==> src/rtl/timestamp_pkg.sv <==
// Shared types and elaboration helpers for the time-of-day counter and its capture channels.
// The nominal increment is computed here so that every instance derives it the same way.
package timestamp_pkg;

  localparam int unsigned NS_PER_SEC = 1_000_000_000;

  typedef struct packed {
    logic [31:0] sec;
    logic [31:0] nsec;
  } ts_t;

  // Nanoseconds per clock in fixed point, truncated toward zero.
  function automatic logic [63:0] calc_inc(input longint unsigned freq_hz,
                                           input int unsigned frac_bits);
    logic [63:0] scaled;
    scaled = 64'(NS_PER_SEC) << frac_bits;
    return scaled / 64'(freq_hz);
  endfunction

endpackage

==> src/rtl/ts_capture_channel.sv <==
// One capture slot: latches the presented time on a strobe and tracks
// whether software has consumed it (valid) or lost an earlier value (ovr).
module ts_capture_channel
  import timestamp_pkg::*;
(
  input  logic clk,
  input  logic reset_n,
  input  ts_t  now,
  input  logic stb,
  input  logic ack,
  output ts_t  cap,
  output logic valid,
  output logic ovr
);

  ts_t  cap_reg, cap_next;
  logic valid_reg, valid_next;
  logic ovr_reg, ovr_next;

  always_comb begin
    cap_next   = cap_reg;
    valid_next = valid_reg;
    ovr_next   = ovr_reg;
    if (stb) begin
      cap_next   = now;
      valid_next = 1'b1;
      // An ack in the same cycle consumes the old value, so nothing is lost.
      if (ack) begin
        ovr_next = 1'b0;
      end else if (valid_reg) begin
        ovr_next = 1'b1;
      end
    end else if (ack) begin
      valid_next = 1'b0;
      ovr_next   = 1'b0;
    end
  end

  always_ff @(posedge clk) begin
    if (!reset_n) begin
      cap_reg   <= '0;
      valid_reg <= 1'b0;
      ovr_reg   <= 1'b0;
    end else begin
      cap_reg   <= cap_next;
      valid_reg <= valid_next;
      ovr_reg   <= ovr_next;
    end
  end

  assign cap   = cap_reg;
  assign valid = valid_reg;
  assign ovr   = ovr_reg;

endmodule

==> src/rtl/timestamp_unit.sv <==
// Free-running seconds/nanoseconds counter with a fractional, trimmable increment,
// software time load, and per-channel capture registers for packet timestamping.
module timestamp_unit
  import timestamp_pkg::*;
#(
  parameter int CLK_FREQ_HZ = 50_000_000,
  parameter int FRAC_BITS   = 16,
  parameter int NUM_CAP     = 2
) (
  input  logic                   clk,
  input  logic                   reset_n,
  input  logic                   set_valid,
  input  logic [31:0]            set_sec,
  input  logic [29:0]            set_nsec,
  input  logic                   inc_wr,
  input  logic [8+FRAC_BITS-1:0] inc_value,
  input  logic [NUM_CAP-1:0]     cap_stb,
  input  logic [NUM_CAP-1:0]     cap_ack,
  output logic [31:0]            seconds,
  output logic [31:0]            nanoseconds,
  output logic                   pps,
  output logic [NUM_CAP*32-1:0]  cap_sec,
  output logic [NUM_CAP*32-1:0]  cap_nsec,
  output logic [NUM_CAP-1:0]     cap_valid,
  output logic [NUM_CAP-1:0]     cap_ovr
);

  localparam int INC_W = 8 + FRAC_BITS;
  localparam int ACC_W = 30 + FRAC_BITS;

  localparam logic [63:0]      INC_NOM_64 = calc_inc(64'(CLK_FREQ_HZ), FRAC_BITS);
  localparam logic [INC_W-1:0] INC_NOM    = INC_NOM_64[INC_W-1:0];
  localparam logic [63:0]      ROLL_64    = 64'(NS_PER_SEC) << FRAC_BITS;
  localparam logic [ACC_W:0]   ROLL       = ROLL_64[ACC_W:0];

  if (INC_NOM_64 >= (64'd256 << FRAC_BITS)) begin : g_bad_freq
    $error("timestamp_unit: CLK_FREQ_HZ too low, nominal increment must be below 256 ns");
  end

  if (NUM_CAP < 1 || NUM_CAP > 8) begin : g_bad_num_cap
    $error("timestamp_unit: NUM_CAP must be in 1..8");
  end

  logic [31:0]      sec_reg, sec_next;
  logic [ACC_W-1:0] acc_reg, acc_next;
  logic [INC_W-1:0] inc_reg, inc_next;
  logic             pps_reg, pps_next;

  logic [ACC_W:0]   sum;
  logic [29:0]      set_nsec_clamped;

  assign set_nsec_clamped = (set_nsec >= 30'(NS_PER_SEC)) ? 30'(NS_PER_SEC - 1) : set_nsec;

  always_comb begin
    sum      = {1'b0, acc_reg} + {{(ACC_W + 1 - INC_W){1'b0}}, inc_reg};
    sec_next = sec_reg;
    acc_next = acc_reg;
    inc_next = inc_reg;
    pps_next = 1'b0;
    if (inc_wr) begin
      inc_next = inc_value;
    end
    // A software load replaces the tick of this cycle and starts on an exact nanosecond.
    if (set_valid) begin
      sec_next = set_sec;
      acc_next = {set_nsec_clamped, {FRAC_BITS{1'b0}}};
    end else if (sum >= ROLL) begin
      acc_next = ACC_W'(sum - ROLL);
      sec_next = sec_reg + 32'd1;
      pps_next = 1'b1;
    end else begin
      acc_next = sum[ACC_W-1:0];
    end
  end

  always_ff @(posedge clk) begin
    if (!reset_n) begin
      sec_reg <= '0;
      acc_reg <= '0;
      inc_reg <= INC_NOM;
      pps_reg <= 1'b0;
    end else begin
      sec_reg <= sec_next;
      acc_reg <= acc_next;
      inc_reg <= inc_next;
      pps_reg <= pps_next;
    end
  end

  assign seconds     = sec_reg;
  assign nanoseconds = {2'b00, acc_reg[ACC_W-1 -: 30]};
  assign pps         = pps_reg;

  ts_t now_ts;
  assign now_ts.sec  = seconds;
  assign now_ts.nsec = nanoseconds;

  // Channels see the registered time, so a strobe records the value visible before its edge.
  for (genvar gi = 0; gi < NUM_CAP; gi++) begin : g_cap
    ts_t cap_ts;

    ts_capture_channel u_channel (
      .clk     (clk),
      .reset_n (reset_n),
      .now     (now_ts),
      .stb     (cap_stb[gi]),
      .ack     (cap_ack[gi]),
      .cap     (cap_ts),
      .valid   (cap_valid[gi]),
      .ovr     (cap_ovr[gi])
    );

    assign cap_sec[32*gi +: 32]  = cap_ts.sec;
    assign cap_nsec[32*gi +: 32] = cap_ts.nsec;
  end

endmodule
==> config.mk <==
export PLATFORM = sky130hd
export DESIGN_NAME = timestamp_unit
export DESIGN_NICKNAME = d
export VERILOG_FILES = /design/src/rtl/timestamp_pkg.sv /design/src/rtl/ts_capture_channel.sv /design/src/rtl/timestamp_unit.sv
export SDC_FILE = /design/constraint.sdc
export NUM_CORES = 1
export LEC_CHECK = 0
export BUFFER_PORTS_ARGS = -buffer_cell sky130_fd_sc_hd__buf_2
export CAP_MARGIN = 20
export CORE_MARGIN = 8
export CORE_UTILIZATION = 25
export DETAILED_ROUTE_END_ITERATION = 10
export GPL_TIMING_DRIVEN = 0
export HOLD_SLACK_MARGIN = 0.08
export SLEW_MARGIN = 25
export SYNTH_ARGS = -nofsm -noshare
export SYNTH_HDL_FRONTEND = slang
export SYNTH_HIERARCHICAL = 1
export SYNTH_SLANG_ARGS = --single-unit
==> constraint.sdc <==
create_clock -name clk -period 5.1 [get_ports clk]
set_input_delay 0.255 -clock clk [delete_from_list [all_inputs] [get_ports clk]]
set_output_delay 0.255 -clock clk [all_outputs]
set_load 0.1 [all_outputs]
==> results.toml <==
[cts]
path_clk_slew_ns = 0.06
cts_tree = "done"
clk_path_buf_depth = 3
cts_max_level = 1
cts_buffers = 29
cts_root_buf = "clkbuf_16"
worstSkewPairLatency_ns = 0.57
post-cts-setup-buffers = 0
cts.sinks = 235

[synthesis]
synthFlopType = "dfxtp_1"
ys_ff_latch = 235
syn_inst = 1376
yosys_warnings = 6
synth_cell_types = 102
async_reset_ff_share_pct = 0
syn_area_sq_mm = 0.01281
synth_edf_count = 0
yosysSeqAreaShare_pct = 36.73
syn_area_per_cell_sq_um = 9.309

[drt]
drt-pass1-iter-count = 5
drtIter0Drc = 811
drt-total-wl_um = 49200
routedWlPerCell_um = 19.78
vias = 11970
drc = 0
via_per_inst = 4.809
ant_nets = 0

[setup_path]
cp-start-kind = "flip-flop"
crit_path_max_fanout = 10
reg2reg_depth = 15
arrival_ns = 5.30
end_kind = "flip-flop"
crit_type = "flip-flop to flip-flop"
rr_endpoint = "acc_reg[29]"
timing.rr.start = "acc_reg[16]"
cp.required_ns = 5.51
rrSetupSlack_ns = 0.21

[power]
share_seq_of_total_power_pct = 35.6
switchingPower_mw = 2.019
power_frac_clock_pct = 39.5
p_leak_nw = 7.463
share_comb_of_total_power_pct = 24.9
power.density_mw_per_mm2 = 338.1
p_int_mw = 3.749
swShare_pct = 35.00
power_mw = 5.768
ir_drop_mv = 0.2495

[final_layout]
drive_above_1_share_pct = 26.37
n_fill_cell = 5259
nNetsFinal = 1905
final_util_pct = 33.46
final_cell_area_sq_mm = 0.01706
area_delta_synth_final_pct = 33.17
largest_reg_flops = 128

[global_route]
grt_pass1_wl_um = 74140
antenna_found_initial = 9
first_global_vias = 12040
gr-usage-all-layers_pct = 15.84
grt_max_degree = 15
overflow = 0

[timing]
slew_headroom_pct = 25.00
rsz0062_at_grt = "no"
skew_ns = 0.009572
timing.final.crit_period_ns = 4.890
fin_crit_sh_pct = 95.88
max_freq_mhz = 204.5
setup_viol = 0
setup_slack_ns = 0.2099
finalSetupTns_ns = 0
tightest_slew_ns = 1.117
finalHoldViolations = 0
maxSlewViolCount = 0

[placement]
dp_slack_ns = 0.07975
gp_congestion = 0.9453
placed_cell_area_sq_mm = 0.01510
place_hpwl_um = 38530
io_buffers = 283

[floorplanning]
die_w_um = 242.4
initial_core_util_pct = 25.12
rows = 83
coreArea_sq_mm = 0.05099
io-pin-count = 291
chipHeight_um = 242.4
fp.dieArea_sq_mm = 0.05874

[hold_path]
hold-path-endpoint = "g_cap[1].u_channel/cap[63]"
hold_start = "reset_n"
hold_class = "input port to flip-flop"
hold_depth = 2

[status]
status = "complete, no violations"

[run]
cap_violations = 0
==> worst max-delay path by stage <==
stage / from / end / slack [ns] / depth (start not counted)
after floorplan: acc_reg[6] / seconds[24] / 1.14 / 17
after global placement: acc_reg[22] / acc_reg[29] / 0.14 / 17
after detailed placement: acc_reg[22] / acc_reg[29] / 0.08 / 17
after CTS: acc_reg[23] / acc_reg[29] / 0.05 / 18
after global routing: inc_reg[0] / acc_reg[29] / 0.009 / 18
final: acc_reg[16] / acc_reg[29] / 0.21 / 15
==> cells by family (layout without fill, tap and decap cells) <==
kind of cell / count (synthesis) / in the layout / synth area share (%)
adder cells (fa/ha/maj): 27 / 27 / 2.696
other: 1 / 9 / 0.02927
AND/OR/NAND/NOR: 455 / 455 / 20.02
XOR/XNOR: 60 / 60 / 4.102
flip-flops: 235 / 235 / 36.73
buffers and inverters: 131 / 555 / 7.072
AO/OA/AOI/OAI: 311 / 311 / 17.14
multiplexers: 156 / 156 / 12.21
==> cell usage after synthesis (all sizes together) (3+ instances only) <==
master / count / area share, %
and2: 6 / 0.29
or3: 13 / 0.72
clkbuf: 39 / 1.3
nor4: 16 / 0.83
o211ai: 10 / 0.77
o21ai: 92 / 3.7
and3: 25 / 1.2
a2111oi: 3 / 0.25
o221ai: 7 / 0.48
dfxtp: 235 / 37
nand2b: 7 / 0.34
mux2i: 154 / 12
a311oi: 3 / 0.30
a21oi: 71 / 2.9
o21bai: 4 / 0.32
o21ba: 3 / 0.23
nor2: 76 / 2.3
nor3b: 3 / 0.29
o22ai: 4 / 0.35
o221a: 8 / 0.70
nor2b: 135 / 6.6
o211a: 4 / 0.31
a211oi: 9 / 0.72
xnor2: 33 / 2.3
and4: 12 / 0.84
a31oi: 12 / 0.68
a21o: 12 / 0.71
o21a: 14 / 0.82
nor3: 21 / 0.99
xor2: 27 / 1.8
nand4: 15 / 0.73
a22oi: 4 / 0.23
o2111ai: 7 / 0.48
or2: 7 / 0.34
nand3: 36 / 1.5
o311a: 5 / 0.39
inv: 14 / 0.41
ha: 26 / 2.5
o31a: 10 / 0.69
nand2: 71 / 2.1
buf: 76 / 5.3
o31ai: 6 / 0.35
or4: 4 / 0.26
==> what timing repair did <==
item / 4_1_cts / 5_1_grt
hold buffers: 89 / 0
gates resized for setup: 0 / 4
endpoints found under the hold margin: 90 / 0
endpoints found under the setup margin: 0 / 23
==> layout make-up <==
class	count	area, sq um	area share, %
multi-input cells	1015	7239	42.44
flip-flops and latches	235	4705	27.58
repair buffers	372	2307	13.52
well taps	680	850.8	4.988
plain buffers	116	849.6	4.980
clock buffers	40	817.0	4.789
clock inverters	12	226.5	1.328
inverters	15	56.30	0.3301
diodes	3	7.507	0.04401
==> cell usage in the layout (no fill, tap or decap), drive strengths merged, types with 27 or more instances in the layout <==
master | netlist | final
nand2 | 71 | 71
buf | 76 | 359
dfxtp | 235 | 235
mux2i | 154 | 154
nand3 | 36 | 36
nor2b | 135 | 135
xor2 | 27 | 27
clkbuf | 39 | 79
o21ai | 92 | 92
dlygate4sd3 | 0 | 89
a21oi | 71 | 71
xnor2 | 33 | 33
nor2 | 76 | 76
==> power groups by stage <==
stage	logic, mW	clock network [mW]	registers (mW)
final	1.44	2.28	2.05
after global routing	1.51	2.43	2.07
after CTS	1.43	2.35	2.06
after detailed placement	1.37	0	2.09
after global placement	1.36	0	2.09
after floorplan	0.630	0	2.52
==> routing by layer <==
layer  up-vias  GRT usage [%]  routed length (um)
met5         -              0                  50
met4        10          3.938                1116
met3        62          3.935                3715
met2       450          26.74               22880
met1      5695          20.00               21440
li1       5749              -                   -
==> worst max-delay path, cell delays in order, from the launching register on <==
cell and delay [ns]:
dfxtp_1 0.37, ha_1 0.45, a21oi_1 0.20, o21ai_0 0.50
a21oi_1 0.15, o21ai_1 0.57, o211a_1 0.31, nand2_1 0.08
xnor2_1 0.46, nand4b_4 0.22, nor3_4 0.32, buf_6 0.22
buf_2 0.29, o21ai_0 0.16, xnor2_1 0.27, o21ai_0 0.13
==> metrics by stage <==
step                      instances  hold slack [ns]
after global placement         2344           0.4384
after floorplan                1381           0.3245
after detailed placement       2344           0.4428
final                          2488           0.1572
after CTS                      2485           0.1444
after global routing           2487           0.1780
Power figures use the tool's default switching activity.
